[config.mk]
export PLATFORM = sky130hd
export DESIGN_NAME = clause_class_sum_flat
export DESIGN_NICKNAME = d
export VERILOG_FILES = /design/src/rtl/clause_class_sum_pkg.sv /design/src/rtl/clause_class_sum_if.sv /design/src/rtl/clause_class_sum_weight_ram.sv /design/src/rtl/clause_class_sum.sv /design/src/flat_wrapper.sv
export SDC_FILE = /design/constraint.sdc
export NUM_CORES = 2
export LEC_CHECK = 0
export BUFFER_PORTS_ARGS = -buffer_cell sky130_fd_sc_hd__buf_2
export CAP_MARGIN = 10
export CORE_ASPECT_RATIO = 0.7
export CORE_MARGIN = 2
export CORE_UTILIZATION = 55
export DETAILED_ROUTE_END_ITERATION = 8
export HOLD_SLACK_MARGIN = 0.1
export PLACE_DENSITY_LB_ADDON = 0.25
export SYNTH_ARGS = -nofsm -noshare
export SYNTH_HDL_FRONTEND = slang
export SYNTH_SLANG_ARGS = --single-unit
[constraint.sdc]
create_clock -name clk -period 8.25 [get_ports clk]
set_input_delay 0.4125 -clock clk [delete_from_list [all_inputs] [get_ports clk]]
set_output_delay 0.4125 -clock clk [all_outputs]
set_load 0.1 [all_outputs]
[src/rtl/clause_class_sum_pkg.sv]
// Shared state encoding, default sizing and sum-width rule for the clause class-sum block.
package clause_class_sum_pkg;

   localparam int DEF_NUM_CLAUSES = 16;
   localparam int DEF_NUM_CLASSES = 10;
   localparam int DEF_WEIGHT_W    = 8;

   typedef enum logic [2:0] {
      ST_IDLE   = 3'd0,
      ST_ACCUM  = 3'd1,
      ST_SUM    = 3'd2,
      ST_ARGMAX = 3'd3,
      ST_DONE   = 3'd4
   } state_t;

   // Headroom for NUM_CLAUSES full-scale weights of either sign.
   function automatic int sum_width(input int weight_w, input int num_clauses);
      return weight_w + $clog2(num_clauses) + 1;
   endfunction

endpackage

[src/rtl/clause_class_sum_if.sv]
// Clause input, weight-load and result handshake bundle for clause_class_sum.
interface clause_class_sum_if #(
   parameter int NUM_CLAUSES = clause_class_sum_pkg::DEF_NUM_CLAUSES,
   parameter int NUM_CLASSES = clause_class_sum_pkg::DEF_NUM_CLASSES,
   parameter int WEIGHT_W    = clause_class_sum_pkg::DEF_WEIGHT_W
) ();

   localparam int SUM_W = clause_class_sum_pkg::sum_width(WEIGHT_W, NUM_CLAUSES);
   localparam int CL_W  = $clog2(NUM_CLAUSES);
   localparam int CS_W  = $clog2(NUM_CLASSES);

   logic                       img_start;
   logic                       clause_valid;
   logic [NUM_CLAUSES-1:0]     clause_vec;
   logic                       clause_last;
   logic                       w_we;
   logic [CS_W-1:0]            w_class;
   logic [CL_W-1:0]            w_clause;
   logic signed [WEIGHT_W-1:0] w_data;
   logic                       busy;
   logic                       result_valid;
   logic                       result_ready;
   logic [CS_W-1:0]            class_pred;
   logic signed [SUM_W-1:0]    class_sum_max;

   modport master (
      output img_start, clause_valid, clause_vec, clause_last,
      output w_we, w_class, w_clause, w_data, result_ready,
      input  busy, result_valid, class_pred, class_sum_max
   );

   modport slave (
      input  img_start, clause_valid, clause_vec, clause_last,
      input  w_we, w_class, w_clause, w_data, result_ready,
      output busy, result_valid, class_pred, class_sum_max
   );

endinterface

[src/rtl/clause_class_sum_weight_ram.sv]
// Class x clause signed weight registers: one synchronous write port, one column read of all classes.
module clause_weight_ram #(
   parameter int NUM_CLAUSES = 16,
   parameter int NUM_CLASSES = 10,
   parameter int WEIGHT_W    = 8
) (
   input  logic                               clk,
   input  logic                               rst,
   input  logic                               we,
   input  logic [$clog2(NUM_CLASSES)-1:0]     wr_class,
   input  logic [$clog2(NUM_CLAUSES)-1:0]     wr_clause,
   input  logic signed [WEIGHT_W-1:0]         wr_data,
   input  logic [$clog2(NUM_CLAUSES)-1:0]     rd_clause,
   output logic signed [WEIGHT_W-1:0]         rd_col [NUM_CLASSES]
);

   localparam int CL_W = $clog2(NUM_CLAUSES);
   localparam int CS_W = $clog2(NUM_CLASSES);

   logic signed [WEIGHT_W-1:0] mem_r [NUM_CLASSES][NUM_CLAUSES];
   logic                       in_range_s;

   // Non-power-of-two geometries leave unused address codes that must not write.
   assign in_range_s = ({1'b0, wr_class} < (CS_W + 1)'(NUM_CLASSES)) &&
                       ({1'b0, wr_clause} < (CL_W + 1)'(NUM_CLAUSES));

   // Weight storage with full clear on reset.
   always_ff @(posedge clk) begin
      if (!rst) begin
         for (int c = 0; c < NUM_CLASSES; c++) begin
            for (int k = 0; k < NUM_CLAUSES; k++) begin
               mem_r[c][k] <= '0;
            end
         end
      end else if (we && in_range_s) begin
         mem_r[wr_class][wr_clause] <= wr_data;
      end
   end

   // Column read feeding every class accumulator in parallel.
   always_comb begin
      for (int c = 0; c < NUM_CLASSES; c++) begin
         rd_col[c] = mem_r[c][rd_clause];
      end
   end

endmodule

[src/rtl/clause_class_sum.sv]
// Clause OR-accumulation over patch positions, weighted per-class sums, then argmax with result handshake.
module clause_class_sum
   import clause_class_sum_pkg::*;
#(
   parameter int NUM_CLAUSES = DEF_NUM_CLAUSES,
   parameter int NUM_CLASSES = DEF_NUM_CLASSES,
   parameter int WEIGHT_W    = DEF_WEIGHT_W
) (
   input logic               clk,
   input logic               rst,
   clause_class_sum_if.slave bus
);

   localparam int SUM_W = sum_width(WEIGHT_W, NUM_CLAUSES);
   localparam int CL_W  = $clog2(NUM_CLAUSES);
   localparam int CS_W  = $clog2(NUM_CLASSES);

   state_t                     state_r;
   state_t                     state_n;
   logic [NUM_CLAUSES-1:0]     clause_or_r;
   logic signed [SUM_W-1:0]    sum_r [NUM_CLASSES];
   logic signed [SUM_W-1:0]    best_r;
   logic [CS_W-1:0]            best_idx_r;
   logic [CL_W-1:0]            clause_idx_r;
   logic [CS_W-1:0]            class_idx_r;
   logic                       busy_r;
   logic                       result_valid_r;
   logic [CS_W-1:0]            class_pred_r;
   logic signed [SUM_W-1:0]    class_sum_max_r;
   logic signed [WEIGHT_W-1:0] col_s [NUM_CLASSES];
   logic                       we_s;
   logic                       accept_s;

   assign accept_s = (state_r == ST_DONE) && result_valid_r && bus.result_ready;

   // Weights are frozen while SUM/ARGMAX are reading them.
   always_comb begin
      we_s = 1'b0;
      case (state_r)
         ST_IDLE, ST_ACCUM, ST_DONE: we_s = bus.w_we;
         default:                    we_s = 1'b0;
      endcase
   end

   clause_weight_ram #(
      .NUM_CLAUSES (NUM_CLAUSES),
      .NUM_CLASSES (NUM_CLASSES),
      .WEIGHT_W    (WEIGHT_W)
   ) u_weight_ram (
      .clk       (clk),
      .rst       (rst),
      .we        (we_s),
      .wr_class  (bus.w_class),
      .wr_clause (bus.w_clause),
      .wr_data   (bus.w_data),
      .rd_clause (clause_idx_r),
      .rd_col    (col_s)
   );

   // State register.
   always_ff @(posedge clk) begin
      if (!rst) begin
         state_r <= ST_IDLE;
      end else begin
         state_r <= state_n;
      end
   end

   // Next-state logic.
   always_comb begin
      state_n = state_r;
      case (state_r)
         ST_IDLE: begin
            if (bus.img_start) state_n = ST_ACCUM;
            else               state_n = ST_IDLE;
         end
         ST_ACCUM: begin
            if (bus.clause_valid && bus.clause_last) state_n = ST_SUM;
            else                                     state_n = ST_ACCUM;
         end
         ST_SUM: begin
            if (clause_idx_r == CL_W'(NUM_CLAUSES - 1)) state_n = ST_ARGMAX;
            else                                        state_n = ST_SUM;
         end
         ST_ARGMAX: begin
            if (class_idx_r == CS_W'(NUM_CLASSES - 1)) state_n = ST_DONE;
            else                                       state_n = ST_ARGMAX;
         end
         ST_DONE: begin
            if (accept_s) state_n = ST_IDLE;
            else          state_n = ST_DONE;
         end
         default: state_n = ST_IDLE;
      endcase
   end

   // Datapath: clause OR, per-class accumulation, argmax scan.
   always_ff @(posedge clk) begin
      if (!rst) begin
         clause_or_r  <= '0;
         clause_idx_r <= '0;
         class_idx_r  <= '0;
         best_r       <= '0;
         best_idx_r   <= '0;
         for (int c = 0; c < NUM_CLASSES; c++) sum_r[c] <= '0;
      end else begin
         case (state_r)
            ST_IDLE: begin
               if (bus.img_start) clause_or_r <= bus.clause_valid ? bus.clause_vec : '0;
            end
            ST_ACCUM: begin
               if (bus.clause_valid) clause_or_r <= clause_or_r | bus.clause_vec;
               clause_idx_r <= '0;
               for (int c = 0; c < NUM_CLASSES; c++) sum_r[c] <= '0;
            end
            ST_SUM: begin
               for (int c = 0; c < NUM_CLASSES; c++) begin
                  if (clause_or_r[clause_idx_r]) sum_r[c] <= sum_r[c] + SUM_W'(col_s[c]);
               end
               clause_idx_r <= clause_idx_r + CL_W'(1);
               class_idx_r  <= '0;
            end
            ST_ARGMAX: begin
               // Class 0 seeds the scan; strict compare keeps ties on the lowest index.
               if ((class_idx_r == '0) || (sum_r[class_idx_r] > best_r)) begin
                  best_r     <= sum_r[class_idx_r];
                  best_idx_r <= class_idx_r;
               end
               class_idx_r <= class_idx_r + CS_W'(1);
            end
            default: ;
         endcase
      end
   end

   // Output registers; result loads on the first DONE cycle and holds until accepted.
   always_ff @(posedge clk) begin
      if (!rst) begin
         busy_r          <= 1'b0;
         result_valid_r  <= 1'b0;
         class_pred_r    <= '0;
         class_sum_max_r <= '0;
      end else begin
         busy_r <= (state_n != ST_IDLE);
         if ((state_r == ST_DONE) && !result_valid_r) begin
            result_valid_r  <= 1'b1;
            class_pred_r    <= best_idx_r;
            class_sum_max_r <= best_r;
         end else if (accept_s) begin
            result_valid_r  <= 1'b0;
         end
      end
   end

   assign bus.busy          = busy_r;
   assign bus.result_valid  = result_valid_r;
   assign bus.class_pred    = class_pred_r;
   assign bus.class_sum_max = class_sum_max_r;

endmodule

[src/flat_wrapper.sv]
// flat-port wrapper written by rule: the top's interface ports become plain ports
module clause_class_sum_flat import clause_class_sum_pkg::*;
#(
   parameter int NUM_CLAUSES = DEF_NUM_CLAUSES,
   parameter int NUM_CLASSES = DEF_NUM_CLASSES,
   parameter int WEIGHT_W    = DEF_WEIGHT_W
)
  (clk, rst, bus_img_start, bus_clause_valid, bus_clause_vec, bus_clause_last, bus_w_we, bus_w_class, bus_w_clause, bus_w_data, bus_result_ready, bus_busy, bus_result_valid, bus_class_pred, bus_class_sum_max);
  clause_class_sum_if #(.NUM_CLAUSES(NUM_CLAUSES), .NUM_CLASSES(NUM_CLASSES), .WEIGHT_W(WEIGHT_W)) bus_i ();
  input logic clk;
  input logic rst;
  input wire logic [$bits(bus_i.img_start)-1:0] bus_img_start;
  input wire logic [$bits(bus_i.clause_valid)-1:0] bus_clause_valid;
  input wire logic [$bits(bus_i.clause_vec)-1:0] bus_clause_vec;
  input wire logic [$bits(bus_i.clause_last)-1:0] bus_clause_last;
  input wire logic [$bits(bus_i.w_we)-1:0] bus_w_we;
  input wire logic [$bits(bus_i.w_class)-1:0] bus_w_class;
  input wire logic [$bits(bus_i.w_clause)-1:0] bus_w_clause;
  input wire logic [$bits(bus_i.w_data)-1:0] bus_w_data;
  input wire logic [$bits(bus_i.result_ready)-1:0] bus_result_ready;
  output wire logic [$bits(bus_i.busy)-1:0] bus_busy;
  output wire logic [$bits(bus_i.result_valid)-1:0] bus_result_valid;
  output wire logic [$bits(bus_i.class_pred)-1:0] bus_class_pred;
  output wire logic [$bits(bus_i.class_sum_max)-1:0] bus_class_sum_max;
  assign bus_i.img_start = bus_img_start;
  assign bus_i.clause_valid = bus_clause_valid;
  assign bus_i.clause_vec = bus_clause_vec;
  assign bus_i.clause_last = bus_clause_last;
  assign bus_i.w_we = bus_w_we;
  assign bus_i.w_class = bus_w_class;
  assign bus_i.w_clause = bus_w_clause;
  assign bus_i.w_data = bus_w_data;
  assign bus_i.result_ready = bus_result_ready;
  assign bus_busy = bus_i.busy;
  assign bus_result_valid = bus_i.result_valid;
  assign bus_class_pred = bus_i.class_pred;
  assign bus_class_sum_max = bus_i.class_sum_max;
  clause_class_sum #(.NUM_CLAUSES(NUM_CLAUSES), .NUM_CLASSES(NUM_CLASSES), .WEIGHT_W(WEIGHT_W)) u_core (.clk(clk), .rst(rst), .bus(bus_i));
endmodule
Word level (Yosys, flattened, before mapping)
Memories as Yosys holds them, arrays and structs flattened. A register that Yosys moved wholly into a read port is not among the register bits.
Index checks and enable logic that the tools add are counted.
Widths: inputs -> output; s select.

word-level totals
  word-level logic and storage cells = 165
  output and inout bits = 19
  memories kept = 2
  memory bits (writable) = 1,410
  flip-flop bits (word level) = 63

memories
  name                       depth  width  read ports  clocked after Yosys merged registers in  wr ports  line                               source
  u_core.u_weight_ram.mem_r  10     128    10          0                                        10        clause_class_sum_weight_ram.sv:20  logic signed [WEIGHT_W-1:0] mem_r [NUM_CLASSES][NUM_CLAUSES];
  u_core.sum_r               10     13     11          1                                        10        clause_class_sum.sv:21             logic signed [SUM_W-1:0] sum_r [NUM_CLASSES];

operators by class
  reductions and logical operators = 19
  equality and inequality tests = 8
  add/sub/neg operators = 12
  bitwise logic cells = 23
  muxes and demuxes = 85
  $lt $le $gt $ge = 6

operators by type and width
  kind                 count
  $mux 128             3
  $bmux 8 s4           10
  $mux 13              20
  $mux 8               21
  $add 13x8->13        10
  $reduce_or 128->1    1
  $mux 16              3
  $demux 8 s4          1
  $pmux 16 s2          1
  $or 1x1->1           20
  $mux 1               16
  $or 16x16->16        1
  $pmux 4 s2           2
  $pmux 3 s5           1
  $gt 13x13->1         1
  $mux 4               3
  $ge 5x5->1 const B   2
  $not 4->5            2
  $add 4x1->4 const B  2
  $eq 4x4->1 const B   2
  $reduce_bool 2->1    4
  $eq 3x2->1 const B   2
  $logic_and 1x1->1    6
  $mux 3               2
  16 further kinds     17

Depth between registers and ports, before layout
  depth after elaboration = 9
  mapped depth = 16

Modules after synthesis
Synthesis repeated with hierarchy kept, for this count alone.

second synthesis, totals
  cell total of the unflattened synthesis = 5,426
  area, all modules = 70,324.9 µm²

modules (own cells, without submodules)
  module             instances  cells an instance  area an instance (µm²)  seq. area each (µm²)
  clause_weight_ram  1          3,908              55,741.0                38,436.9
  clause_class_sum   1          1,518              14,584.0                5,245.0

Worst setup path after synthesis
Ideal clock, no wire load.

  path type = register to register
  from = register u_core.clause_idx_r[0]
  to = memory u_core.sum_r[0][0] in the netlist's numbering (enable)
  path slack = 1.022 ns
  data required time = 7.626 ns
  setup time = 0.624 ns
  arrival = 6.604 ns
  cell stages (with the launch flop) = 6
  path through = dfxtp_1 > buf_4 > mux4_2 > mux4_2 > nand2_1 > o211ai_1

RTL lines
  element                 line                     source
  from (decl)             clause_class_sum.sv:24   logic [CL_W-1:0] clause_idx_r;
  from (signal assigned)  clause_class_sum.sv:120  clause_idx_r <= clause_idx_r + CL_W'(1);
  to (decl)               clause_class_sum.sv:21

==> results.cfg <==
[yosys]
async_reset_ff_share_pct = 0
yosysWarnings = 0
synthTopCellsByArea = edfxtp_1 (59%), mux4_2 (13%), and2_1 (11%)
ys_dominant_reg_cell = edfxtp_1
ys_seq_area_share_pct = 60.75
synth_edf_count = 1410
syn_nets = 5209
synth.distinct_cells = 62
synth_area_per_cell_um2 = 14.32
synth-seq-cells = 1477
synth_area_leader_cell = edfxtp_1
postSynthCellCount = 5023
synth.top_cell.area_share_pct = 58.88
netlist_area_mm2 = 0.07191

[route]
drt-total-wl_um = 184300
drt_iter0_markers = 5242
wl_per_cell_um = 26.66
drt_pass1_iterations = 5
viasPerCell = 6.155
vias = 42555
drc = 0
ant_nets = 0

[timing]
rsz0062_at_grt = false
finalHoldViolCount = 0
skew_ns = 0.03246
relSlewSlack_pct = 15.13
worstMarginPinSlew_ns = 1.260
period_share_pct = 59.20
drv_slew = 0
finalSetupViolations = 0
fmaxAchievable_mhz = 204.8
tns_ns = 0
finalCriticalPeriod_ns = 4.884

[die]
die_area_mm2 = 0.1337
fp.coreArea_mm2 = 0.1291
rows = 110
start_util_pct = 55.70
die_w_um = 436.2
ios = 58
die_h_um = 306.5

[clocking]
clk_latency_ns = 0.79
cts_made_buffers = 142
clkTransAtPathRegs_ns = 0.06
tritoncts = yes
htree_levels = 4
root_buffer = clkbuf_16
clockBufferDepth = 3
cts.sink_count = 1477
cts_setup_buffers = 0
cts_resized = 0

[global_routing]
grt-ovfl-total = 0
grt_pass1_vias = 41177
grt_max_degree = 116
grt_pass1_wl_um = 273800
grtUsageTotal_pct = 27.73
antenna_found_initial = 12

[power]
max-vdd-ir-drop_mv = 0.1963
switchingPower_uw = 3692
switching_share_pct = 22.63
internal_power_uw = 12620
pwr-share-comb_pct = 7.0
p_clk_share_pct = 40.3
power_density_mw_per_mm2 = 205.9
pwr-share-seq_pct = 52.7
power_uw = 16310
p_leak_uw = 0.02830

[setup_path]
crit_type = reg2reg
r2r_slack_ns = 3.37
end_kind = flop
r2r-end = u_core.sum_r[3][12]
start_kind = flop
worst-path-max-fanout = 83
rr_worst_depth = 11
cp.arrival_ns = 5.37
critical_path.startpoint = u_core.clause_idx_r[0]
required_ns = 8.74
crit_end = u_core.sum_r[3][12]
r2r-start = u_core.clause_idx_r[0]

[finish]
drive_gt1_share_pct = 17.34
nets = 5254
area_growth_pct = 10.18

[job]
drv_cap = 0

[placed_design]
gp_congestion = 0.8929
hpwl_um = 115100
port_buffers = 57

[outcome]
status = completed

[hold_path]
hold_path.class = in2reg
## per-layer routing
layer	wire length (µm)	global-route usage (%)
met5	66	0
met4	4562	8.168
met3	20180	7.447
met2	80260	39.60
met1	79270	41.88
## placed cells by master (no fill, tap or decap), types with 10 or more instances in the layout
master / instances
clkinv_2: 21
o211ai_1: 10
nand2_2: 12
xor2_1: 60
or2_2: 11
buf_4: 158
a21oi_1: 102
nor2_1: 356
nand3_1: 23
clkinv_1: 26
o21a_1: 31
clkbuf_16: 149
a31oi_1: 12
nand2b_1: 11
nor3_1: 50
mux2i_1: 31
buf_2: 60
and3_1: 30
inv_1: 45
or3_1: 10
a211oi_1: 45
bufinv_16: 13
and2_1: 1259
o21ai_0: 221
nor3b_1: 11
clkbuf_1: 32
ha_1: 137
dlygate4sd3_1: 21
a21o_1: 33
a22oi_1: 18
xnor2_1: 34
fa_1: 10
nor2b_1: 26
edfxtp_1: 1410
dfxtp_1: 62
nand2_1: 97
mux4_2: 427
## worst min-delay path by stage
stage	from	endpoint	slack [ns]	cells past startpoint
floorplan	u_core.best_idx_r[0]	u_core.bus.class_pred[0]	0.43	2
global placement	u_core.bus.class_pred[2]	u_core.bus.class_pred[2]	0.45	2
detailed placement	u_core.bus.class_pred[3]	u_core.bus.class_pred[3]	0.46	2
CTS	bus_img_start	u_core.state_r[0]	0.11	5
global route	bus_img_start	u_core.state_r[0]	0.24	5
finish	bus_img_start	u_core.state_r[0]	0.14	5
## synthesized netlist by cell type, drive strengths merged, types with 2 or more instances
cell	count
fa	10
a31oi	12
buf	96
mux4	427
nor3	50
nor2	356
o31ai	6
o21bai	3
a311oi	4
a22oi	18
inv	45
nand2b	11
or2	11
dfxtp	67
nand3	27
xnor2	34
a2111o	2
mux2	3
clkbuf	261
and3	30
o2111ai	2
a21o	33
a211oi	45
a31o	2
o211ai	10
o41ai	5
a21oi	102
nand2	109
o22ai	6
nand4b	2
nor3b	11
and2	1260
nor2b	26
nand4	8
o21ai	224
a211o	3
o31a	3
a41oi	3
xor2	60
edfxtp	1410
o21a	31
mux2i	31
ha	137
a2111oi	4
or3	11
## cell type report
| class | instances | area (µm²) |
|---|---|---|
| Antenna cell | 4 | 10.01 |
| Clock buffer | 184 | 3890 |
| Clock inverter | 66 | 659.4 |
| Fill cell | 9551 | 49870 |
| Inverter | 45 | 168.9 |
| Multi-Input combinational cell | 3144 | 26680 |
| Sequential cell | 1477 | 43700 |
| Tap cell | 1736 | 2172 |
| Timing Repair Buffer | 258 | 1946 |
## critical path, cell delays in order, from the launching register on
cell	delay (ns)
dfxtp_4	0.74
buf_12	0.56
mux4_2	0.59
mux4_2	0.53
ha_1	0.27
fa_1	0.46
a211oi_1	0.30
o21ai_0	0.22
a211oi_1	0.39
o31ai_1	0.16
xnor2_1	0.17
nor2_1	0.05
## power groups by stage
stage	registers (µW)	clock network, µW	logic (µW)
after CTS	8590	6620	1130
after floorplan	8690	0	766
after detailed placement	8750	0	1120
after global routing	8610	6890	1240
after global placement	8740	0	1100
final	8590	6570	1150
## through the flow
step                      hold slack (ns)  instances  cell area (µm²)  util [%]  setup WS [ns]
after floorplan                    0.4322       5023            71910         -          1.022
after global placement             0.4536       6622            74370     57.60          3.385
after global routing               0.2446       6911            79220     61.36          2.937
after CTS                          0.1077       6895            79130     61.30          3.346
after detailed placement           0.4556       6624            74380     57.61          3.373
final                              0.1425       6914            79220     61.37          3.366
## state kept, by name, indices dropped and copies added, names as in the netlist, 3 cells and up, named ones only
| name | flops |
|---|---|
| u_core.clause_or_r | 16 |
| u_core.sum_r | 130 |
| u_core.clause_idx_r | 4 |
| u_core.best_r | 13 |
| u_core.bus.class_sum_max | 13 |
| u_core.bus.class_pred | 4 |
| u_core.best_idx_r | 4 |
| u_core.class_idx_r | 4 |
| u_core.state_r | 3 |
| u_core.u_weight_ram.mem_r | 1280 |
## kinds of logic (layout without fill, tap and decap cells)
logic type / count (synthesis) / count (layout) / synth area share, %
AOI/OAI and AO/OA: 526 / 526 / 4.408
and+or+nand+nor: 1916 / 1916 / 14.95
adders and majority gates: 147 / 147 / 2.662
other: 0 / 4 / 0
buffers and inverters: 402 / 553 / 2.232
muxes: 461 / 461 / 13.85
xor gates and xnor gates: 94 / 94 / 1.145
DFF: 1477 / 1477 / 60.75
## timing repair
action | 4_1_cts | 5_1_grt
hold endpoints to repair | 20 | 0
endpoints found under the setup margin | 0 | 0
hold buffers | 21 | 0
Power figures use the tool's default switching activity.
